===== config.mk =====
export PLATFORM = sky130hd
export DESIGN_NAME = id_stage
export DESIGN_NICKNAME = d
export VERILOG_FILES = /design/src/rtl/id_stage.sv
export SDC_FILE = /design/constraint.sdc
export NUM_CORES = 2
export LEC_CHECK = 0
export ABC_CLOCK_PERIOD_IN_PS = 2170
export BUFFER_PORTS_ARGS = -buffer_cell sky130_fd_sc_hd__buf_2
export CAP_MARGIN = 20
export CORE_MARGIN = 2
export CORE_UTILIZATION = 45
export DETAILED_ROUTE_END_ITERATION = 6
export PLACE_DENSITY_LB_ADDON = 0.08
export REMOVE_ABC_BUFFERS = 1
export SKIP_CTS_REPAIR_TIMING = 1
export SLEW_MARGIN = 30
export SYNTH_ARGS = -nofsm -noshare
export SYNTH_HDL_FRONTEND = slang
export SYNTH_SLANG_ARGS = --single-unit

===== constraint.sdc =====
create_clock -name clk -period 2.17 [get_ports clk]
set_input_delay 0 -clock clk [delete_from_list [all_inputs] [get_ports clk]]
set_output_delay 0 -clock clk [all_outputs]
set_load 0.005 [all_outputs]

===== src/rtl/id_stage.sv =====
// Instruction-decode stage of the 5-stage MIPS pipeline: register file, main
// decoder, j/jr resolution, load-use / jr hazard detection and the ID/EX register.
module id_stage (
  input  logic         clk,
  input  logic         reset_b,
  input  logic [63:0]  if_id,
  input  logic         uart_wait,
  input  logic         id_flush,
  input  logic         ex_mem_read,
  input  logic         ex_reg_write,
  input  logic [4:0]   ex_dst,
  input  logic         mem_mem_read,
  input  logic         mem_reg_write,
  input  logic [4:0]   mem_dst,
  input  logic         wb_en,
  input  logic [4:0]   wb_addr,
  input  logic [31:0]  wb_data,
  output logic         if_pause,
  output logic         if_flush,
  output logic         pcsrc_j,
  output logic         pcsrc_jr,
  output logic [31:0]  jump_address,
  output logic [31:0]  jr_address,
  output logic         exception,
  output logic [31:0]  epc,
  output logic [168:0] id_ex
);

  // ctrl = {RegWrite, MemRead, MemWrite, MemToReg[1:0], ALUSrc, RegDst[1:0], Branch}
  localparam logic [8:0] CTRL_RTYPE  = 9'b1_0_0_00_0_01_0;
  localparam logic [8:0] CTRL_IALU   = 9'b1_0_0_00_1_00_0;
  localparam logic [8:0] CTRL_LW     = 9'b1_1_0_01_1_00_0;
  localparam logic [8:0] CTRL_SW     = 9'b0_0_1_00_1_00_0;
  localparam logic [8:0] CTRL_BRANCH = 9'b0_0_0_00_0_00_1;
  localparam logic [8:0] CTRL_JAL    = 9'b1_0_0_10_0_10_0;
  localparam logic [8:0] CTRL_JALR   = 9'b1_0_0_10_0_01_0;

  logic [31:0] pc_plus4, instr;
  logic [5:0]  opcode, funct;
  logic [4:0]  rs, rt;
  logic [31:0] rs_data, rt_data, ext_imm;
  logic [8:0]  ctrl;
  logic        undefined, reads_rt, zero_ext, is_j, is_jr;
  logic        load_use, jr_hazard, stall, bubble;
  logic [31:0] rf [32];

  assign pc_plus4 = if_id[63:32];
  assign instr    = if_id[31:0];
  assign opcode   = instr[31:26];
  assign funct    = instr[5:0];
  assign rs       = instr[25:21];
  assign rt       = instr[20:16];

  always_ff @(posedge clk or negedge reset_b) begin
    if (!reset_b) begin
      for (int unsigned i = 0; i < 32; i++) rf[i] <= '0;
    end else if (!uart_wait && wb_en && wb_addr != 5'd0) begin
      rf[wb_addr] <= wb_data;
    end
  end

  always_comb begin
    rs_data = '0;
    rt_data = '0;
    if (rs != 5'd0) rs_data = (wb_en && wb_addr == rs) ? wb_data : rf[rs];
    if (rt != 5'd0) rt_data = (wb_en && wb_addr == rt) ? wb_data : rf[rt];
  end

  always_comb begin
    ctrl      = '0;
    undefined = 1'b0;
    reads_rt  = 1'b0;
    zero_ext  = 1'b0;
    is_j      = 1'b0;
    is_jr     = 1'b0;
    case (opcode)
      6'h00: begin
        case (funct)
          6'h20, 6'h21, 6'h22, 6'h23, 6'h24, 6'h25, 6'h26, 6'h27, 6'h2a, 6'h2b: begin
            ctrl     = CTRL_RTYPE;
            reads_rt = 1'b1;
          end
          // the all-zero word is the canonical nop and must decode to ctrl 0
          6'h00, 6'h02, 6'h03: begin
            ctrl     = (instr == 32'd0) ? 9'd0 : CTRL_RTYPE;
            reads_rt = 1'b1;
          end
          6'h08: is_jr = 1'b1;
          6'h09: begin
            is_jr = 1'b1;
            ctrl  = CTRL_JALR;
          end
          default: undefined = 1'b1;
        endcase
      end
      6'h08, 6'h09, 6'h0a, 6'h0b, 6'h0f: ctrl = CTRL_IALU;
      6'h0c, 6'h0d: begin
        ctrl     = CTRL_IALU;
        zero_ext = 1'b1;
      end
      6'h23: ctrl = CTRL_LW;
      6'h2b: begin
        ctrl     = CTRL_SW;
        reads_rt = 1'b1;
      end
      6'h04, 6'h05: begin
        ctrl     = CTRL_BRANCH;
        reads_rt = 1'b1;
      end
      6'h06, 6'h07: ctrl = CTRL_BRANCH;
      6'h01: begin
        if (rt == 5'd0) ctrl = CTRL_BRANCH;
        else            undefined = 1'b1;
      end
      6'h02: is_j = 1'b1;
      6'h03: begin
        is_j = 1'b1;
        ctrl = CTRL_JAL;
      end
      default: undefined = 1'b1;
    endcase
  end

  assign ext_imm = zero_ext ? {16'd0, instr[15:0]} : {{16{instr[15]}}, instr[15:0]};

  // a load in MEM always writes a register, so mem_mem_read only widens the jr check
  assign load_use  = ex_mem_read && ex_dst != 5'd0 &&
                     (ex_dst == rs || (ex_dst == rt && reads_rt));
  assign jr_hazard = is_jr && rs != 5'd0 &&
                     ((ex_reg_write && ex_dst == rs) ||
                      ((mem_reg_write || mem_mem_read) && mem_dst == rs));
  assign stall     = load_use || jr_hazard;
  assign bubble    = id_flush || stall || undefined;

  assign if_pause     = stall && !id_flush;
  assign pcsrc_j      = is_j  && !stall && !id_flush;
  assign pcsrc_jr     = is_jr && !stall && !id_flush;
  assign if_flush     = pcsrc_j || pcsrc_jr;
  assign exception    = undefined && !pc_plus4[31] && !stall && !id_flush;
  assign jump_address = stall ? 32'd0 : {pc_plus4[31:28], instr[25:0], 2'b00};
  assign jr_address   = stall ? 32'd0 : rs_data;

  always_ff @(posedge clk or negedge reset_b) begin
    if (!reset_b) begin
      id_ex <= '0;
      epc   <= '0;
    end else if (!uart_wait) begin
      id_ex <= bubble ? '0 : {pc_plus4, instr, rs_data, rt_data, ext_imm, ctrl};
      if (exception) epc <= pc_plus4 - 32'd4;
    end
  end

endmodule


==> impl_metrics.toml <==
[place]
dpl.hpwl_um = 146800
io_buffers = 387
dp_slack_ps = -318.2
place_congestion = 0.8512

[yosys]
async_reset_ff_share_pct = 100.0
seq_area_frac_synth_pct = 47.41
yosysTopAreaCell = "dfrtp_1"
synth_flop_cell = "dfrtp_1"
synth_compound_gate_area_share_pct = 6.082
synthXorXnorAreaFrac_pct = 0.6815
ys_seq_elements = 1193
synth_area_sq_mm = 0.06297
syn_area_per_cell_sq_um = 13.72
synth_warnings = 0
ys_top_cells_by_area = "dfrtp_1 (47%), mux2_2 (18%), mux4_2 (13%)"
synth_mux_area_share_pct = 38.07
yosys.area_share.simple_pct = 4.006
synth_fa_ha_area_share_pct = 0.01987
synth_top_family_by_area = "multiplexers"
synth_edf_count = 0
synth_cell_types = 75
syn_inst = 4589
yosysTopAreaCellShare_pct = 47.41

[finish]
regArea_sq_mm = 0.02985
final_nets = 5314
fillers = 11601
final_layout_size_suffix_gt1_share_pct = 49.25
multiInputGateArea_sq_mm = 0.03148
syn2layout_area_growth_pct = 22.41
fin_util_pct = 55.38

[floorplan]
ios = 390
die-area_sq_mm = 0.1429
row_count = 137
core_area_sq_mm = 0.1392
die_width_um = 378.1
initial_core_util_pct = 45.24
fp.dieH_um = 378.1

[worst_setup_path]
cpPeakStageDelay_ps = 500
cp_max_fo = 3
crit_chain = "mux4_2 -> mux2i_2 -> nand2_2 -> a32oi_2 -> buf_4 -> nor2_2 -> buf_6"
crit_slowest_cell = "mux4_2"
crit_arrival_ps = 2560
crit_type = "flip-flop to primary output"
start_kind = "flip-flop"
endpoint_kind = "primary output"
required_ps = 2170

[global_routing]
antenna_found_initial = 6
grt-busiest-layer = "met2"
grt_start_max_net_pins = 85
use_met2_pct = 47.35
grt_overflow = 0
grt_usage_pct = 30.58
grt_pass1_wl_um = 317900
first_global_vias = 44130
met1_usage_pct = 42.72
globalRouteMet3Util_pct = 5.823

[detailed_routing]
avgViaCountPerCell = 6.180
via_count = 44368
postRouteAntennaNets = 0
drtPass1Iterations = 6
drtIter0Drc = 3692
routed_wl_um = 221300
wire_per_inst_um = 30.83
drc = 0

[sta]
hold_viol_final = 4
period_needed_ps = 2563
rsz0062_at_grt = "true"
slew_headroom_pct = 44.50
setup_ws_ps = -393.0
setup-violations-final = 48
max_freq_mhz = 390.2
period_share_pct = 118.1
skew_ps = 23.95
slew_viol_final = 0
holdWs_ps = -54.86
tightest_slew_ps = 830.8

[run_status]
status = "finished, violations left"
violations = "negative hold slack, negative setup slack"

[pwr]
pwr_density_cell_mw_per_mm2 = 800.0
vdd_drop_max_mv = 0.6057
p_leak_nw = 36.05

[clock_network]
clock_latency_ps = 780
cts_sinks = 1193
cts_root_buf = "clkbuf_16"
clockBufferDepth = 3
clk_pin_slew_ps = 60
cts_tree = "yes"
cts_buffers = 140
h-tree-depth = 4

[flow_run]
drv_cap = 0

[min_path]
worstHoldPathType = "primary input to flip-flop"
-- final cells by class --
| class | instances | share of cell area, % |
|---|---|---|
| diodes | 3 | 0.009739 |
| flip-flops and latches | 1193 | 38.73 |
| multi-input cells | 2861 | 40.84 |
| inverters | 8 | 0.03896 |
| repair buffers | 989 | 11.24 |
| well taps | 1876 | 3.045 |
| clock buffers | 210 | 5.527 |
| clock inverters | 39 | 0.5649 |
-- routing by layer --
metal,routed length (um),share of wire (%)
met2,101000,46
met4,8792,4.0
met5,0,0
met1,96520,44
met3,14970,6.8
-- cell usage in the layout, fill, tap and decap left out, drive strengths merged, types with 30 or more instances in the layout --
cell type / Yosys / routed
nor2: 107 / 107
a22o: 70 / 70
mux4: 365 / 365
buf: 209 / 852
a22oi: 182 / 182
mux2i: 410 / 410
o22ai: 34 / 34
o31ai: 44 / 44
nand4: 34 / 34
and3: 33 / 33
nand3: 30 / 30
o21ai: 35 / 35
nand2: 148 / 148
a21oi: 42 / 42
dfrtp: 1193 / 1193
mux2: 1025 / 1025
dlygate4sd3: 0 / 135
clkbuf: 319 / 212
-- power by group --
group          total [W]  switching [W]  internal, W  leakage [nW]
registers         0.0269        0.00201       0.0249          15.9
clock network     0.0241        0.00990       0.0142          2.33
logic             0.0106        0.00471      0.00592          17.8
total             0.0617         0.0166       0.0450          36.0
-- registers in the layout, summed over array words and instances (netlist names) --
signal  count
epc        32
id_ex     137
rf       1024
-- worst paths after layout --
| check | start | endpoint | slack, ps | depth (start not counted) |
|---|---|---|---|---|
| max reg2reg | rf[579]$_DFFE_PN0P_ | id_ex[44]$_DFFE_PN0N_ | 170 | 6 |
| min | if_id[5] | id_ex[5]$_DFFE_PN0N_ | -50 | 5 |
| min in group asynchronous | reset_b | rf[800]$_DFFE_PN0P_ | 540 | 4 |
| max in group asynchronous | reset_b | id_ex[75]$_DFFE_PN0N_ | 980 | 5 |
| min reg2reg | rf[1019]$_DFFE_PN0P_ | rf[1019]$_DFFE_PN0P_ | 400 | 0 |
| max | rf[327]$_DFFE_PN0P_ | jr_address[7] | -390 | 7 |
-- cells in the mapped netlist, types with 12 or more instances --
library cell  count
dfrtp_1        1193
xnor2_1          23
nor2b_1          28
mux2_2          996
nand3_1          29
buf_2            89
mux2_4           29
a21oi_1          41
a22o_1           70
nand2_1         147
o22ai_1          34
o31ai_1          44
a22oi_1         182
a21boi_0         12
mux2i_1         410
a32oi_1          27
buf_4            43
nor3_1           23
nor2_1          107
buf_1            69
nand4_1          34
xor2_1           26
a211oi_1         27
clkbuf_1        319
and3_1           33
a211o_1          13
mux4_2          365
o21ai_0          28
-- cell families after synthesis --
logic type | Yosys count
mux | 1800
flops | 1193
buf+inv | 536
compound gates | 519
simple gates | 490
xor+xnor | 49
fa+ha+maj | 1
other cells | 1
-- metrics by stage --
step | instance area, sq um | instances | setup TNS (ps) | power, W | hold WS [ps]
detailed placement | 70300 | 6761 | -34120 | 0.03743 | -32.06
global placement | 70300 | 6761 | -29580 | 0.03721 | -38.13
finish | 77090 | 7179 | -7432 | 0.06167 | -54.86
CTS | 74990 | 7010 | -10720 | 0.06162 | -868.0
global route | 77080 | 7177 | -13550 | 0.06409 | 1.484
floorplan | 60660 | 4062 | -275730 | 0.03250 | -295.6
-- critical path, delay by kind of cell (launching register included) --
kind / cells / cell delay [ps]
simple gates: 2 / 130
compound gates: 1 / 240
buf+inv: 2 / 300
flops: 1 / 400
mux: 2 / 710
Power figures use the tool's default switching activity.
